===== config.mk =====
export PLATFORM = sky130hd
export DESIGN_NAME = cordiv_multi
export DESIGN_NICKNAME = d
export VERILOG_FILES = /design/src/rtl/cordiv_pkg.sv /design/src/rtl/cordiv_lane.sv /design/src/rtl/cordiv_multi.sv
export SDC_FILE = /design/constraint.sdc
export NUM_CORES = 1
export LEC_CHECK = 0
export BUFFER_PORTS_ARGS = -buffer_cell sky130_fd_sc_hd__buf_2
export CORE_MARGIN = 2
export CORE_UTILIZATION = 56
export DETAILED_ROUTE_END_ITERATION = 12
export PLACE_DENSITY = 0.79
export SYNTH_ARGS = -nofsm -noshare
export SYNTH_HDL_FRONTEND = slang
export SYNTH_SLANG_ARGS = --single-unit

===== constraint.sdc =====
create_clock -name clk -period 2.6 [get_ports clk]
set_input_delay 0.52 -clock clk [delete_from_list [all_inputs] [get_ports clk]]
set_output_delay 0.52 -clock clk [all_outputs]
set_load 0.02 [all_outputs]

===== src/rtl/cordiv_pkg.sv =====
// Shared types and helpers for the multi-lane correlated stochastic divider.
// Contents: run-controller state encoding and the tap-select width helper.
// No ports; imported by cordiv_lane and cordiv_multi.
package cordiv_pkg;

    typedef enum logic [1:0] {
        IDLE = 2'd0,
        RUN  = 2'd1,
        DONE = 2'd2
    } state_t;

    // Width of a tap index into a shift register of the given depth; never 0.
    function automatic int tap_w(input int depth);
        return (depth < 2) ? 1 : $clog2(depth);
    endfunction

endpackage


===== src/rtl/cordiv_lane.sv =====
// One correlated-division lane: tap mux, quotient select, shift register, ones counter.
// Latency: quotient_o is combinational from dividend_i/divisor_i; sr/count update at the next edge.
// Backpressure: none, one sample per enabled cycle.
// Ports: clr_i clears sr and count, en_i marks a RUN cycle, tap_i picks the held bit,
//        quotient_o is gated by en_i, count_o is the running ones count.
module cordiv_lane
    import cordiv_pkg::*;
#(
    parameter int SRDEPTH = 4,
    parameter int CNTW    = 8,
    parameter int TW      = tap_w(SRDEPTH)
) (
    input  logic            clk,
    input  logic            rst_n,
    input  logic            clr_i,
    input  logic            en_i,
    input  logic [TW-1:0]   tap_i,
    input  logic            dividend_i,
    input  logic            divisor_i,
    output logic            quotient_o,
    output logic [CNTW-1:0] count_o
);

    logic [SRDEPTH-1:0] sr_q, sr_d;
    logic [CNTW-1:0]    cnt_q, cnt_d;
    logic               q_raw;

    always_comb begin
        // With divisor low the lane replays a previously emitted quotient bit.
        q_raw = divisor_i ? dividend_i : sr_q[tap_i];
        sr_d  = sr_q;
        cnt_d = cnt_q;
        if (clr_i) begin
            sr_d  = '0;
            cnt_d = '0;
        end else if (en_i) begin
            // Only cycles with a real divisor sample feed the history; sr[0] is newest.
            if (divisor_i) begin
                sr_d = {sr_q[SRDEPTH-2:0], q_raw};
            end
            cnt_d = cnt_q + {{(CNTW-1){1'b0}}, q_raw};
        end
    end

    always_ff @(posedge clk or negedge rst_n) begin
        if (!rst_n) begin
            sr_q  <= '0;
            cnt_q <= '0;
        end else begin
            sr_q  <= sr_d;
            cnt_q <= cnt_d;
        end
    end

    assign quotient_o = en_i & q_raw;
    assign count_o    = cnt_q;

endmodule


===== src/rtl/cordiv_multi.sv =====
// NCH-lane stochastic divider with a start/busy/done bounded-length run controller.
// Latency: quotient combinational during RUN; done pulses len+1 cycles after start is accepted.
// Backpressure: none; start is only honoured in IDLE, ignored while a run is in flight.
// Ports: start/len/srSel request a run; dividend/divisor are per-lane bits; quotient is the
//        per-lane result (0 outside RUN); busy marks RUN; done is a one-cycle end pulse;
//        qcount packs per-lane ones counts, lane i at [i*CNTW +: CNTW].
module cordiv_multi
    import cordiv_pkg::*;
#(
    parameter  int NCH     = 4,
    parameter  int SRDEPTH = 4,
    parameter  int CNTW    = 8,
    localparam int TW      = tap_w(SRDEPTH)
) (
    input  logic                clk,
    input  logic                rst_n,
    input  logic                start,
    input  logic [CNTW-1:0]     len,
    input  logic [TW-1:0]       srSel,
    input  logic [NCH-1:0]      dividend,
    input  logic [NCH-1:0]      divisor,
    output logic [NCH-1:0]      quotient,
    output logic                busy,
    output logic                done,
    output logic [NCH*CNTW-1:0] qcount
);

    localparam logic [TW-1:0]   TAP_MAX = TW'(SRDEPTH - 1);
    localparam logic [CNTW-1:0] CNT_ONE = CNTW'(1);

    state_t          state_q, state_d;
    logic [CNTW-1:0] cyc_q, cyc_d;
    logic [CNTW-1:0] len_q, len_d;
    logic [TW-1:0]   tap_q, tap_d;
    logic [TW-1:0]   sel_clamped;
    logic            lane_clr;
    logic            lane_en;

    // A tap beyond the register depth reads the oldest stored bit instead.
    assign sel_clamped = (int'(srSel) >= SRDEPTH) ? TAP_MAX : srSel;

    always_comb begin
        state_d  = state_q;
        cyc_d    = cyc_q;
        len_d    = len_q;
        tap_d    = tap_q;
        lane_clr = 1'b0;
        lane_en  = 1'b0;
        busy     = 1'b0;
        done     = 1'b0;
        unique case (state_q)
            IDLE: begin
                if (start) begin
                    // Counts clear on any accepted start, including a zero-length run.
                    lane_clr = 1'b1;
                    cyc_d    = '0;
                    if (len != '0) begin
                        len_d   = len;
                        tap_d   = sel_clamped;
                        state_d = RUN;
                    end else begin
                        state_d = DONE;
                    end
                end
            end
            RUN: begin
                lane_en = 1'b1;
                busy    = 1'b1;
                cyc_d   = cyc_q + CNT_ONE;
                // cyc_q counts samples already taken; this cycle takes sample cyc_q+1.
                if (cyc_q + CNT_ONE == len_q) begin
                    state_d = DONE;
                end
            end
            DONE: begin
                done    = 1'b1;
                state_d = IDLE;
            end
            default: begin
                state_d = IDLE;
            end
        endcase
    end

    always_ff @(posedge clk or negedge rst_n) begin
        if (!rst_n) begin
            state_q <= IDLE;
            cyc_q   <= '0;
            len_q   <= '0;
            tap_q   <= '0;
        end else begin
            state_q <= state_d;
            cyc_q   <= cyc_d;
            len_q   <= len_d;
            tap_q   <= tap_d;
        end
    end

    for (genvar i = 0; i < NCH; i++) begin : g_lane
        cordiv_lane #(
            .SRDEPTH (SRDEPTH),
            .CNTW    (CNTW),
            .TW      (TW)
        ) u_lane (
            .clk        (clk),
            .rst_n      (rst_n),
            .clr_i      (lane_clr),
            .en_i       (lane_en),
            .tap_i      (tap_q),
            .dividend_i (dividend[i]),
            .divisor_i  (divisor[i]),
            .quotient_o (quotient[i]),
            .count_o    (qcount[i*CNTW +: CNTW])
        );
    end

endmodule


Yosys cells after proc, flatten, opt, wreduce, memory -nomap -nowiden --
Cells that the tools add are included.
Operators by class: add/subtract/negate cells 5, $lt $le $gt $ge 1, equal/unequal tests 5, mux-type cells 42, bitwise logic cells 4, reduce and logical (&&, ||, !) cells 15
Operator list (number):
- $mux W8 | 9
- $mux W4 | 12
- $add A8 B1 Y8 | 4
- $pmux W8 S2 | 1
- $mux W1 | 12
- $reduce_and A2 Y1 | 6
- $reduce_bool A2 Y1 | 6
- $add A8 B1 Y8 const B | 1
- $bmux W1 S2 | 4
- $eq A8 B8 Y1 | 1
- $reduce_bool A8 Y1 | 1
- $mux W2 | 3
- $and A1 B1 Y1 | 4
- $ne A2 B2 Y1 const B | 2
- $pmux W2 S2 | 1
- $lt A2 B3 Y1 const B | 1
- $reduce_and A3 Y1 | 1
- $eq A2 B1 Y1 const B | 1
- $eq A2 B2 Y1 const B | 1
- $logic_not A2 Y1 | 1
Word-level totals: register bits after elaboration 68, output and inout bits 38, logic and storage cells 84

Logic depth before layout (Yosys ltp) --
Gate-level depths: netlist (run 1).
depth in word-level cells 6, gate-level depth with buffers 8

By module --
A second synthesis (run 1) with hierarchy kept.
Second synthesis, totals: cells, all modules 344, area total of the unflattened synthesis 3514.6 um^2
By module, submodules not included:
- cordiv_lane | times used 4, cells each 58, area each 591.8 um^2, seq. area each 300.3 um^2
- cordiv_multi | times used 1, cells each 112, area each 1147.4 um^2, seq. area each 500.5 um^2

Least setup slack after synthesis (run 1) --
OpenSTA, ideal clock, no wires.
kind register -> register, start reg tap_q[0], end reg g_lane[1].u_lane.cnt_q[6], setup time 0.130 ns, arrival time 2.069 ns, data required time 2.470 ns, setup slack 0.401 ns, stages on the path, launching flop included 9, buffers on the path 0, path through dfrtp_1 -> mux4_2 -> mux2_2 -> ha_1 -> ha_1 -> and3_1 -> nand4_1 -> xor2_1 -> nor2_1
On the way: cells in the longest elaborated chain, start to end 6
RTL lines:
- start: declaration | line cordiv_multi.sv:34 | logic [TW-1:0] tap_q, tap_d;
- start signal: assignment | line cordiv_multi.sv:95 | tap_q <= tap_d;
- $bmux W1 S2 | line cordiv_lane.sv:30 | q_raw = divisor_i ? dividend_i : sr_q[tap_i];
- $mux W1 (implied by the code) | line cordiv_lane.sv:30
- $mux W1 | line cordiv_lane.sv:30
- $add A8 B1 Y8 | line cordiv_lane.sv:41 | cnt_d = cnt_q + {{(CNTW-1){1'b0}}, q_raw};
- $mux W8 | line cordiv_lane.sv:36 | end else if (en_i) begin
- $mux W8 | line cordiv_lane.sv:33 | if (clr_i) begin
- end signal: assignment | line cordiv_lane.sv:51 | cnt_q <= cnt_d;
- end: declaration | line cordiv_lane.sv:25 | logic [CNTW-1:0] cnt_q, cnt_d;
Every way passes these cells. The select of a mux whose other input is x is not followed. A chain may end at the register's enable or synchronous reset.

Worst setup path after layout (run 1) --
start reg tap_q[0], end out quotient[2]
On the way: cells in the longest elaborated chain, start to end 4
RTL lines:
- $bmux W1 S2 | line cordiv_lane.sv:30
- $mux W1 (implied by the code) | line cordiv_lane.sv:30
- $mux W1 | line cordiv_lane.sv:30
- $and A1 B1 Y1 | line cordiv_lane.sv:55 | assign quotient_o = en_i & q_raw;
- end: declaration | line cordiv_multi.sv:22 | output logic [NCH-1:0] quotient,
Every way passes these cells. The select of a mux whose other input is x is not followed.

==> results of run 1 <==
-- final cells by class --
type	instances	area (um2)
multi-input cells	234	1543
clock inverters	4	47.55
fillers	456	1936
repair buffers	66	362.8
clock buffers	12	155.1
inverters	3	11.26
flip-flops and latches	68	1702
well taps	75	93.84
-- where the power goes --
group	switching (uW)	internal, uW
combinational	1030	773
sequential	365	1420
clock	400	492
-- worst max-delay path: stages (launching register included) --
cell     delay (ps)
dfrtp_1         470
mux4_2          550
mux2_2          310
and2_1          150
buf_2           150
-- synthesized netlist by cell type --
library cell,number
nor3b_1,1
o41ai_1,2
o2111ai_1,1
ha_1,9
and3_1,6
or2_2,1
or3_1,1
o31ai_1,5
nand2b_1,1
o21ai_1,5
xor2_1,5
buf_4,4
nand3_1,18
a2111oi_2,1
nand3_2,1
nor2b_1,2
clkbuf_1,10
xnor2_1,7
mux2_2,7
and2b_1,1
inv_2,1
buf_2,3
and2_1,5
a21o_1,1
nand2_1,43
o211ai_1,4
inv_1,2
nand4_1,7
mux2_1,6
o311ai_1,1
a21oi_1,9
nor4_1,2
o21ai_0,36
o22ai_1,1
a32o_1,15
buf_1,3
and4_1,1
mux4_2,4
mux2i_1,3
a31oi_1,1
nor2_1,21
dfrtp_1,68
-- cell usage in the layout (no fill, tap or decap), drive strengths merged, types with 9 or more instances in the layout --
cell,count
a21oi,9
a32o,15
nand3,19
clkbuf,12
buf,66
ha,9
nand2,43
dfrtp,68
mux2,13
o21ai,41
nor2,21
-- sequential cells by signal, summed over array words and instances, names as in the netlist --
signal,count
g_lane.u_lane.sr_q,16
len_q,8
tap_q,2
g_lane.u_lane.count_o,32
cyc_q,8
state_q,2
-- stage by stage --
stage | power (uW) | hold slack, ps
floorplan | 3112 | 224.4
global placement | 3535 | 454.9
detailed placement | 3614 | 464.5
CTS | 4510 | 191.5
global route | 4849 | 214.3
finish | 4478 | 167.0
-- worst max path at each step --
| stage | endpoint | startpoint |
|---|---|---|
| global placement | g_lane[1].u_lane.count_o[6] | tap_q[0] |
| floorplan | g_lane[1].u_lane.count_o[6] | tap_q[0] |
| detailed placement | g_lane[1].u_lane.count_o[6] | tap_q[0] |
| global route | quotient[2] | tap_q[0] |
| finish | quotient[2] | tap_q[0] |
| CTS | quotient[2] | tap_q[0] |
-- kinds of logic (layout without fill, tap and decap cells) --
family	Yosys count	after routing	synth area share
flip-flops	68	68	0.5080
adder cells (fa/ha/maj)	9	9	0.03362
AO/OA/AOI/OAI	82	82	0.1606
multiplexers	20	20	0.07957
AND/OR/NAND/NOR	111	111	0.1554
buffers and inverters	23	85	0.03138
XOR/XNOR	12	12	0.03138
-- metal layers --
metal / vias to the layer above / share of wire
met4: 0 / 0.017
met3: 8 / 0.045
met2: 64 / 0.48
li1: 1300 / -
met1: 1300 / 0.46
met5: - / 0
==> out/metrics.cfg, run 1 <==
[drt]
firstDrtPassIters=4
wl_mm=7.069
ant_nets=0
post_drt_wl_per_cell_um=15.30
vias=2672
via_per_inst=5.784
drt_iter0_markers=189
route.detailed.drc=0

[global_route]
grt_pass1_vias=2528
gr-usage-met1=0.3346
grt_pass1_wl_mm=11.94
busiest_layer=met2
grt_max_degree=69
antenna_found_initial=0
globalRoute.totalOverflow=0
use_met3=0.04222
grt_use_total=0.2413
use_met2=0.3705

[die]
rows=28
die-area_mm2=0.006616
die_y_um=81.34
core-area_mm2=0.005851
die_w_um=81.34
start_util=0.5725
io-pin-count=59

[sta]
fmax_mhz=401.0
max_slew_margin=0.6345
hold_viol=0
fin_crit_sh=0.9591
period_needed_ps=2494
worst_pin_slew_ps=547.5
clock_skew_ps=10.52
grt_setup_unrepaired=false
finalSetupTns_ps=0
setup_viol_count_final=0
fin_ws_ps=106.3
drv_slew=0

[clock_tree]
postCtsSetupRepairBufs=0
clk_path_buf_depth=2
cts_root_buffer=clkbuf_8
cts_num_sinks=68
clkTransAtPathRegs_ps=70
cts.repair.resized=0
htree_levels=3
cts_hold_buffers=0
cts_tree=done
cts_buffers=9
insertion_delay_ps=350

[placed_design]
pre_cts_ws_ps=297.2
port_buffers=58
place_inst=446
placed_cell_area_mm2=0.003712
place.gp.congestion=0.8247
place_hpwl_mm=4.897

[worst_setup_path]
start_kind=flop
required_ps=2080
crit_path_end_kind=output port
critPathMaxFanout=5
critPathKind=flop to output port
crit_arrival_ps=1970
reg2regPathDepth=8
rr_startpoint=tap_q[0]
r2r_setup_slack_ps=300
rr_endpoint=g_lane[1].u_lane.count_o[6]

[hold_path]
hold_class=input port to async pin

[finish]
syn2layout_area_growth_pct=16.88
antenna_cells=0
fin_nets=412
instances_no_fill=462
post-route-util=0.6692
layout-drive-gt1-share=0.2481
fin_area_mm2=0.003915

[synthesis]
synth_top_area_share=0.5080
synth_area_per_cell_um2=10.31
ys_warn_count=0
ys_seq_elements=68
synthCells=325
synth_seq_area_share=0.5080
synth_top_area_cell=dfrtp_1
synth_cell_types=42
syn-cell-area_mm2=0.003349
synth_top_cells_by_area=dfrtp_1 51%, o21ai_0 5.4%, nand2_1 4.8%
syn-num-nets=355

[status]
status=completed

[power_and_ir_drop]
p_leak_uw=0.001825
peakVddDrop_uv=641.8
cellPowerDensity_mw_per_mm2=1144

[flow_run]
cap_violations=0

No activity file was read; power rests on OpenSTA's default activity.
==> run 2: changes to the inputs <==
- ABC_AREA: default -> 1
- PLACE_DENSITY: 0.79 -> 0.78
==> out/metrics.cfg, run 2 <==
[clock_tree]
postCtsSetupRepairBufs=0  ; unchanged
clkTransAtPathRegs_ps=80  ; was 70 ps
cts_root_buffer=clkbuf_8  ; unchanged
cts_tree=done  ; unchanged
cts_buffers=9  ; unchanged
clk_path_buf_depth=2  ; unchanged
insertion_delay_ps=330  ; was 350 ps
cts_hold_buffers=0  ; unchanged
cts_num_sinks=68  ; unchanged
htree_levels=3  ; unchanged

[synthesis]
synth_fa_ha_area_frac=0.03128  ; was 0.03362
yosys-top-cells-count=84 x nand2_1, 79 x inv_1, 68 x dfrtp_1, 41 x o21ai_0, 30 x nand3_1  ; was 68 x dfrtp_1, 43 x nand2_1, 36 x o21ai_0, 21 x nor2_1, 18 x nand3_1
synth_compound_area_frac=0.1627  ; was 0.1606
ys_async_sr_fraction=1.000  ; unchanged
synthMuxAreaShare=0.002781  ; was 0.07957
synth-simple-area-share=0.2141  ; was 0.1554
synth_top_flop_cell=dfrtp_1  ; unchanged
synth_edf_count=0  ; unchanged
synth_top_cells_by_area=dfrtp_1 47%, nand2_1 8.8%, inv_1 8.2%  ; was dfrtp_1 51%, o21ai_0 5.4%, nand2_1 4.8%
ys_warn_count=0  ; unchanged
syn-cell-area_mm2=0.003600  ; was 0.003349 mm2
synth_cell_types=36  ; was 42
synth_seq_area_share=0.4727  ; was 0.5080
synth_top_family_by_area=simple AND/OR/NAND/NOR gates  ; was compound AO/OA/AOI/OAI gates
synthCells=444  ; was 325
syn-num-nets=474  ; was 355
synth_area_per_cell_um2=8.107  ; was 10.31 um2
synth_top_area_cell=dfrtp_1  ; unchanged
ys_seq_elements=68  ; unchanged
synth_top_area_share=0.4727  ; was 0.5080
synthXorXnorAreaFrac=0.004866  ; was 0.03138
yosysMostFrequentCell=nand2_1  ; was dfrtp_1

[drt]
via_per_inst=5.567  ; was 5.784
route.detailed.drc=0  ; unchanged
vias=3251  ; was 2672
wl_mm=8.418  ; was 7.069 mm
firstDrtPassIters=6  ; was 4
drt_iter0_markers=239  ; was 189
ant_nets=0  ; unchanged
post_drt_wl_per_cell_um=14.41  ; was 15.30 um

[finish]
syn2layout_area_growth_pct=15.68  ; was 16.88%
fin_nets=532  ; was 412
layout_common_cells=84 x nand2_1, 78 x inv_1, 67 x dfrtp_1  ; was 68 x dfrtp_1, 58 x buf_2, 43 x nand2_1
antenna_cells=0  ; unchanged
layout-drive-gt1-share=0.1972  ; was 0.2481
final_common_cell=nand2_1  ; was dfrtp_1
largest_reg_flops=32  ; unchanged

[power_and_ir_drop]
power_uw=4640  ; was 4478 uW
p_leak_uw=0.002245  ; was 0.001825 uW
peakVddDrop_uv=631.1  ; was 641.8 uV
cellPowerDensity_mw_per_mm2=1114  ; was 1144 mW/mm2

[sta]
fin_crit_sh=0.8745  ; was 0.9591
fmax_mhz=439.8  ; was 401.0 MHz
drv_slew=0  ; unchanged
setup_viol_count_final=0  ; unchanged
finalSetupTns_ps=0  ; unchanged
clock_skew_ps=9.607  ; was 10.52 ps
worst_pin_slew_ps=664.8  ; was 547.5 ps
grt_setup_unrepaired=false  ; unchanged
timing.hold.ws_ps=215.2  ; was 167.0 ps
max_slew_margin=0.5568  ; was 0.6345
hold_viol=0  ; unchanged
period_needed_ps=2274  ; was 2494 ps

[hold_path]
hold_class=input port to async pin  ; unchanged

[worst_setup_path]
crit_arrival_ps=2490  ; was 1970 ps
crit_path_end_kind=flop  ; was output port
start_kind=flop  ; unchanged
critPathKind=flop to flop  ; was flop to output port
critPathMaxFanout=5  ; unchanged
required_ps=2820  ; was 2080 ps

[global_route]
grt_pass1_vias=3205  ; was 2528
grt_use_total=0.2530  ; was 0.2413
antenna_found_initial=0  ; unchanged
grt_pass1_wl_mm=14.52  ; was 11.94 mm
grt_max_degree=41  ; was 69
globalRoute.totalOverflow=0  ; unchanged

[die]
die-area_mm2=0.007085  ; was 0.006616 mm2
rows=29  ; was 28
start_util=0.5735  ; was 0.5725
io-pin-count=59  ; unchanged
core-area_mm2=0.006277  ; was 0.005851 mm2
die_w_um=84.18  ; was 81.34 um
die_y_um=84.18  ; was 81.34 um

[status]
status=completed  ; unchanged

[placed_design]
place_hpwl_mm=6.052  ; was 4.897 mm
place.gp.congestion=0.8535  ; was 0.8247
port_buffers=58  ; unchanged

[flow_run]
cap_violations=0  ; unchanged

## run 2: what timing repair did
action | in CTS | in global routing
gates resized for setup | 0 | 3
hold endpoints to repair | 0 | 0
setup endpoints to repair | 0 | 3
## run 2: critical path, cell delays in order, from the launching register on
cell	delay (ps)
dfrtp_1	440
inv_1	140
a21oi_1	120
o21ai_0	90
nand2_1	80
nand2_1	60
o21ai_1	140
ha_1	220
nand3_1	140
nor2_2	170
nand2_1	90
nor3b_2	190
nand2_1	80
o21ai_0	140
inv_1	50
## run 2: through the flow
| stage | utilization | worst slack (ps) | std cells | cell area (um2) |
|---|---|---|---|---|
| final | 0.6633 | 326.2 | 584 | 4164 |
| after global routing | 0.6633 | 20.74 | 584 | 4164 |
| after CTS | 0.6627 | 195.6 | 584 | 4160 |
| after detailed placement | 0.6281 | 231.6 | 568 | 3943 |
| after global placement | 0.6281 | 352.5 | 568 | 3943 |
| after floorplan | - | 626.0 | 444 | 3600 |
## run 2: path summary, 6_finish.rpt
check                                                  from                           to  slack, ps  cells past startpoint
max in group asynchronous                             rst_n                     tap_q[0]       1740                      2
worst min register to register  g_lane[0].u_lane.count_o[7]  g_lane[0].u_lane.count_o[7]        500                      1
worst max-delay path                               tap_q[1]  g_lane[3].u_lane.count_o[7]        330                     14
worst min-delay path                                  rst_n                     cyc_q[7]        220                      1
worst max register to register                     tap_q[1]  g_lane[3].u_lane.count_o[7]        330                     14
min in group clk                                     len[6]                     len_q[6]        450                      3
## run 2: per-layer routing
metal	up-vias	routed length (um)	global-route usage
li1	1574	-	-
met4	0	109	0.09971
met5	-	0	0
met3	13	489	0.03736
met1	1531	3866	0.3570
met2	133	3952	0.3975
## run 2: kinds of logic (layout without fill, tap and decap cells)
logic type / Yosys count / count (layout)
compound gates: 99 / 99
simple gates: 167 / 167
mux: 1 / 1
xor+xnor: 2 / 2
fa+ha+maj: 9 / 9
flops: 68 / 68
buf+inv: 98 / 161
## run 2: area by class of cell
class / instances / area (um2)
fillers: 517 / 2113
repair buffers: 63 / 340.3
clock inverters: 4 / 72.57
clock buffers: 12 / 145.1
inverters: 82 / 307.8
flip-flops and latches: 68 / 1703
well taps: 77 / 96.34
multi-input cells: 278 / 1499
## run 2: power by group
group | switching (uW) | total [uW] | internal, uW
sequential | 307 | 1710 | 1400
combinational | 1300 | 1960 | 661
clock | 401 | 967 | 566
total | 2010 | 4640 | 2630
